==> config.mk <==
export PLATFORM = sky130hd
export DESIGN_NAME = button_autorepeat
export DESIGN_NICKNAME = d
export VERILOG_FILES = /design/src/rtl/button_autorepeat_pkg.sv /design/src/rtl/button_autorepeat_channel.sv /design/src/rtl/button_autorepeat.sv
export SDC_FILE = /design/constraint.sdc
export NUM_CORES = 1
export LEC_CHECK = 0
export BUFFER_PORTS_ARGS = -buffer_cell sky130_fd_sc_hd__buf_2
export CORE_MARGIN = 1
export CORE_UTILIZATION = 45
export DETAILED_ROUTE_END_ITERATION = 12
export PLACE_DENSITY = 0.67
export SLEW_MARGIN = 20
export SYNTH_ARGS = -nofsm -noshare
export SYNTH_HDL_FRONTEND = slang
export SYNTH_HIERARCHICAL = 1
export SYNTH_SLANG_ARGS = --single-unit
==> constraint.sdc <==
create_clock -name clk -period 2.9 [get_ports clk]
set_input_delay 0.145 -clock clk [delete_from_list [all_inputs] [get_ports clk]]
set_output_delay 0.145 -clock clk [all_outputs]
set_load 0.02 [all_outputs]
==> src/rtl/button_autorepeat_pkg.sv <==
// rtl/button_autorepeat_pkg.sv - shared state encoding, default timing and counter sizing for the button front end
package button_autorepeat_pkg;

   typedef enum logic [2:0] {
      ST_IDLE     = 3'd0,
      ST_PRESS_DB = 3'd1,
      ST_HELD     = 3'd2,
      ST_REP_LOW  = 3'd3,
      ST_REP_HIGH = 3'd4,
      ST_REL_DB   = 3'd5
   } btn_state_t;

   localparam int DEF_N_BTN           = 5;
   localparam int DEF_DEBOUNCE_CYC    = 156_250;
   localparam int DEF_HOLD_CYC        = 15_625_000;
   localparam int DEF_REPEAT_HALF_CYC = 1_562_500;

   // One counter serves every phase, so it is sized for the longest one plus a spare bit.
   function automatic int cnt_width(input int a, input int b, input int c);
      int m;
      m = a;
      if (b > m) m = b;
      if (c > m) m = c;
      return $clog2(m) + 1;
   endfunction

endpackage

==> src/rtl/button_autorepeat_channel.sv <==
// rtl/button_autorepeat_channel.sv - one button: 2-FF synchroniser, debounce/hold/repeat FSM and phase counter
module button_autorepeat_channel
   import button_autorepeat_pkg::*;
#(
   parameter int DEBOUNCE_CYC    = DEF_DEBOUNCE_CYC,
   parameter int HOLD_CYC        = DEF_HOLD_CYC,
   parameter int REPEAT_HALF_CYC = DEF_REPEAT_HALF_CYC,
   parameter bit REPEAT_EN       = 1'b1
) (
   input  logic clk,
   input  logic reset_n,
   input  logic btn_in,
   output logic btn_out,
   output logic press_pulse,
   output logic repeat_active
);

   localparam int CW = cnt_width(DEBOUNCE_CYC, HOLD_CYC, REPEAT_HALF_CYC);
   localparam logic [CW-1:0] DB_LAST   = CW'(DEBOUNCE_CYC - 1);
   localparam logic [CW-1:0] HOLD_LAST = CW'(HOLD_CYC - 1);
   localparam logic [CW-1:0] HALF_LAST = CW'(REPEAT_HALF_CYC - 1);
   localparam logic [CW-1:0] CNT_MAX   = {CW{1'b1}};

   logic [1:0]    sync_q;
   logic          s;
   btn_state_t    state, state_nxt;
   logic [CW-1:0] cnt, cnt_nxt, cnt_inc;
   logic          pulse_nxt;

   assign s = sync_q[1];

   // Outputs are registered from the next state so they change on the same edge as the state.
   always_ff @(posedge clk or negedge reset_n) begin
      if (!reset_n) begin
         sync_q        <= 2'b00;
         state         <= ST_IDLE;
         cnt           <= '0;
         btn_out       <= 1'b0;
         press_pulse   <= 1'b0;
         repeat_active <= 1'b0;
      end else begin
         sync_q        <= {sync_q[0], btn_in};
         state         <= state_nxt;
         cnt           <= cnt_nxt;
         btn_out       <= (state_nxt == ST_HELD) || (state_nxt == ST_REP_HIGH);
         press_pulse   <= pulse_nxt;
         repeat_active <= (state_nxt == ST_REP_LOW) || (state_nxt == ST_REP_HIGH);
      end
   end

   always_comb begin
      state_nxt = state;
      pulse_nxt = 1'b0;
      cnt_inc   = (cnt != CNT_MAX) ? cnt + 1'b1 : cnt;
      cnt_nxt   = cnt_inc;
      case (state)
         ST_IDLE: begin
            cnt_nxt = '0;
            if (s) state_nxt = ST_PRESS_DB;
         end
         ST_PRESS_DB: begin
            if (!s) begin
               state_nxt = ST_IDLE;
            end else if (cnt == DB_LAST) begin
               state_nxt = ST_HELD;
               pulse_nxt = 1'b1;
            end
         end
         ST_HELD: begin
            if (!s) state_nxt = ST_REL_DB;
            else if (REPEAT_EN && (cnt == HOLD_LAST)) state_nxt = ST_REP_LOW;
         end
         ST_REP_LOW: begin
            if (!s) begin
               state_nxt = ST_REL_DB;
            end else if (cnt == HALF_LAST) begin
               state_nxt = ST_REP_HIGH;
               pulse_nxt = 1'b1;
            end
         end
         ST_REP_HIGH: begin
            if (!s) state_nxt = ST_REL_DB;
            else if (cnt == HALF_LAST) state_nxt = ST_REP_LOW;
         end
         ST_REL_DB: begin
            // Any bounce high restarts the release window; it never re-arms the press.
            if (s) cnt_nxt = '0;
            else if (cnt == DB_LAST) state_nxt = ST_IDLE;
         end
         default: state_nxt = ST_IDLE;
      endcase
      if (state_nxt != state) cnt_nxt = '0;
   end

endmodule

==> src/rtl/button_autorepeat.sv <==
// rtl/button_autorepeat.sv - five-button debounce and hold-to-repeat front end for the clock core
module button_autorepeat
   import button_autorepeat_pkg::*;
#(
   parameter int               N_BTN           = DEF_N_BTN,
   parameter int               DEBOUNCE_CYC    = DEF_DEBOUNCE_CYC,
   parameter int               HOLD_CYC        = DEF_HOLD_CYC,
   parameter int               REPEAT_HALF_CYC = DEF_REPEAT_HALF_CYC,
   parameter logic [N_BTN-1:0] REPEAT_MASK     = 5'b01111
) (
   input  logic             clk,
   input  logic             reset_n,
   input  logic [N_BTN-1:0] btn_in,
   output logic [N_BTN-1:0] btn_out,
   output logic [N_BTN-1:0] press_pulse,
   output logic [N_BTN-1:0] repeat_active
);

   for (genvar g = 0; g < N_BTN; g++) begin : g_ch
      button_autorepeat_channel #(
         .DEBOUNCE_CYC    (DEBOUNCE_CYC),
         .HOLD_CYC        (HOLD_CYC),
         .REPEAT_HALF_CYC (REPEAT_HALF_CYC),
         .REPEAT_EN       (REPEAT_MASK[g])
      ) u_ch (
         .clk           (clk),
         .reset_n       (reset_n),
         .btn_in        (btn_in[g]),
         .btn_out       (btn_out[g]),
         .press_pulse   (press_pulse[g]),
         .repeat_active (repeat_active[g])
      );
   end

endmodule

==> summary.md <==
| Metric | Value |
|---|---|
| Actual slew at the worst max-slew pin | `779 ps` |
| P&R area growth vs syn | `10.5%` |
| Startpoint types | `flip-flop` |
| NumNets Final | `1118` |
| Distinct cells, synth | `75` |
| Root Buffer | `clkbuf_16` |
| Global route hottest layer | `met2` |
| Crit path launch | `g_ch[2].u_ch/cnt[21]` |
| Vias per inst | `roughly 6` |
| CTS tree | `built` |
| DP HPWL | `about 17000 um` |
| Slew margin rel. | `between 40 and 50%` |
| Yosys warning count | `6` |
| Std-Cell Rows | `56` |
| Post-synthesis cell count | `between 1000 and 1500` |
| Reg2reg start | `g_ch[2].u_ch/cnt[21]` |
| Syn nets | `1092` |
| Grt met1 use | `between 20% and 30%` |
| Synth Cell Area | `~11000 um^2` |
| Minimum clock period | `2630 ps` |
| Worst-path clk slew | `approximately 60 ps` |
| Leakage power | `4.50 nW` |
| Max-slew violations | `0` |
| Number of buffers added on ports | `21` |
| Number of global-route vias before repair | `8400` |
| Initial antenna violation count | `0` |
| First-pass GRT wire length | `41600 um` |
| Starting Density | `between 40 and 50%` |
| Total grt overflow | `0` |
| Met3 Use GR | `just under 3%` |
| Aggregate routed wire length | `about 24000 um` |
| Final core occ | `between 50 and 60%` |
| Synth async-reset ratio | `100%` |
| Power Density | `418 nW/um^2` |
| ANT nets after route | `0` |
| Gpl congestion | `roughly 0.91` |
| Fillers | `approximately 2100` |
| GR Layer Usage met2 | `around a third` |
| Worst-Skew Late Latency | `~430 ps` |
| Vias | `8637` |
| Core area | `approximately 23000 um^2` |
| Worst reg2reg path depth | `7` |
| Fin crit share | `90.9%` |
| Setup slack, reg-to-reg | `270 ps` |
| RSZ-0062 raised after global routing | `false` |
| Register area share after synthesis | `a little under two fifths` |
| Clock sink count | `around 170` |
| Synth Flop Type | `dfrtp_1` |
| Outcome | `complete, no violations` |
| Maxcap violations | `0` |
| Setup Buffers After CTS | `0` |
| Worst EP arrival | `approximately 3000 ps` |
| Final hold vios | `0` |
| Setup TNS | `0 ps` |
| Post-synth EDFFs | `0` |
| Max frequency | `approximately 380 MHz` |
| Layout cells sized above 1 | `about a fifth` |
| Die X | `approximately 160 um` |
| Largest net degree at the start of global routing | `just over 80` |
| Clk buf depth | `2` |
| Detailed Routing Iterations Pass 1 | `5` |
| Die footprint | `roughly 25000 um^2` |
| Die height | `157 um` |
| Cts bufs inserted | `17` |
| I/O Pins | `22` |
| Avg Cell Area, Syn | `between 10 and 15 um^2` |
| WL per Instance | `between 15 and 20 um` |
| Initial DRC count | `659` |
| Peak VDD IR | `433 uV` |
| Post-CTS sizing | `0` |
| Crit path kind | `flip-flop to flip-flop` |
| R2r endpoint | `g_ch[2].u_ch/cnt[11]` |
| CP endpoint | `g_ch[2].u_ch/cnt[11]` |
| CP Data Required Time | `3230 ps` |
| Most frequent cells in the layout | `165 x dfrtp_1, 72 x a211oi_2, 69 x nor2_1` |
| Hold WC Path Type | `input pin to async pin` |
| Yosys reg bits | `between 150 and 200` |
| H-tree levels | `4` |
| Final setup vio count | `0` |
| Drt drc | `0` |
| Total GRT Usage | `between 20% and 30%` |
| Diodes inserted | `0` |
| Worst Path Max Fanout | `14` |
| CP Capture Type | `flip-flop` |
| Commonest non-fill, non-tap cell in the layout | `dfrtp_1` |
| Fin Clk Skew | `12.5 ps` |
[kinds of logic after synthesis]
family | after synthesis | share of synthesized area (%)
and+or+nand+nor | 439 | 24.5
muxes | 13 | 1.27
buffers and inverters | 87 | 4.35
adders and majority gates | 10 | 1.16
xor gates and xnor gates | 86 | 7.00
DFF | 165 | 38.3
AOI/OAI and AO/OA | 275 | 23.4
[sequential cells by signal, summed over array words and instances (netlist names)]
signal	cells
g_ch.u_ch/state	15
g_ch.u_ch/sync_q	10
g_ch.u_ch/cnt	125
g_ch.u_ch/press_pulse	5
g_ch.u_ch/btn_out	5
g_ch.u_ch/repeat_active	5
[power breakdown]
part / internal [mW] / total, mW / switching (mW)
Combinational: 0.0878 / 0.295 / 0.207
Sequential: 2.32 / 2.35 / 0.0321
Clock: 1.37 / 2.33 / 0.959
Total: 3.78 / 4.98 / 1.20
[cells in the mapped netlist, types with 11 or more instances]
cell      number  area, um^2
a21oi_1       40         200
nor2b_1       20         125
xnor2_1       37         324
nand3_1       67         335
and4_1        11        96.3
nor2_1        73         274
buf_2         23         115
o21ai_0       17        85.1
xor2_1        49         429
o221ai_1      12         105
dfrtp_1      165        4130
a31oi_1       11        68.8
o21ai_1       13        65.1
nand2_1       62         233
or3_1         34         213
or2_2         14        87.6
a211oi_2      72         901
inv_1         31         116
nand4_1       26         163
nor3_1        34         170
a211oi_1      13        97.6
clkbuf_1      12        45.0
or4_1         12        90.1
o211ai_1      11        82.6
and3_1        17         106
nand4b_1      13         114
[per-layer routing]
layer  vias to the layer above  part of all wire (%)
met5                         -                     0
met3                        31                   3.6
met2                       210                    46
met4                         0                   1.3
met1                      4229                    49
li1                       4167                     -
[worst min-delay path by stage]
stage	start	end	slack, ps	depth (start not counted)
after floorplan	reset_n	g_ch[0].u_ch/btn_out	-150	0
after global placement	reset_n	g_ch[4].u_ch/cnt[3]	250	1
after detailed placement	reset_n	g_ch[4].u_ch/cnt[4]	260	1
after CTS	btn_in[3]	g_ch[3].u_ch/sync_q[0]	350	2
after global routing	g_ch[4].u_ch/sync_q[0]	g_ch[4].u_ch/sync_q[1]	360	0
final	reset_n	g_ch[4].u_ch/cnt[4]	310	2
[cell type report]
| cell class | instances | area (um^2) | share of cell area [%] |
|---|---|---|---|
| multi-input cells | 823 | 6180 | 52.0 |
| well taps | 319 | 399 | 3.35 |
| clock inverters | 13 | 173 | 1.45 |
| repair buffers | 63 | 467 | 3.92 |
| inverters | 31 | 116 | 0.978 |
| flip-flops and latches | 165 | 4130 | 34.7 |
| clock buffers | 19 | 433 | 3.64 |
[critical path, stage by stage (launching register included)]
cell and delay [ps]:
dfrtp_1 420, or4_1 560, nor2b_1 320, and3_4 290, a2111oi_4 80, or3_1 350, buf_4 230, a221oi_2 290
[metrics by stage]
stage | setup WS (ps) | hold WS (ps) | instance area (um^2) | power, mW | instances
after global placement | 375 | 255 | 11200 | 2.69 | 1395
after CTS | 291 | 346 | 11900 | 5.04 | 1433
after detailed placement | 297 | 255 | 11200 | 2.69 | 1395
final | 265 | 312 | 11900 | 4.98 | 1433
after floorplan | 510 | -151 | 10800 | 2.59 | 1075
after global routing | 148 | 363 | 11900 | 5.16 | 1433
[repair_timing]
| action | CTS | global route |
|---|---|---|
| endpoints found under the hold margin | 83 | 0 |
| hold buffers | 6 | 0 |
| setup endpoints to repair | 0 | 0 |
Note: power is estimated with default switching activity, not from simulation.
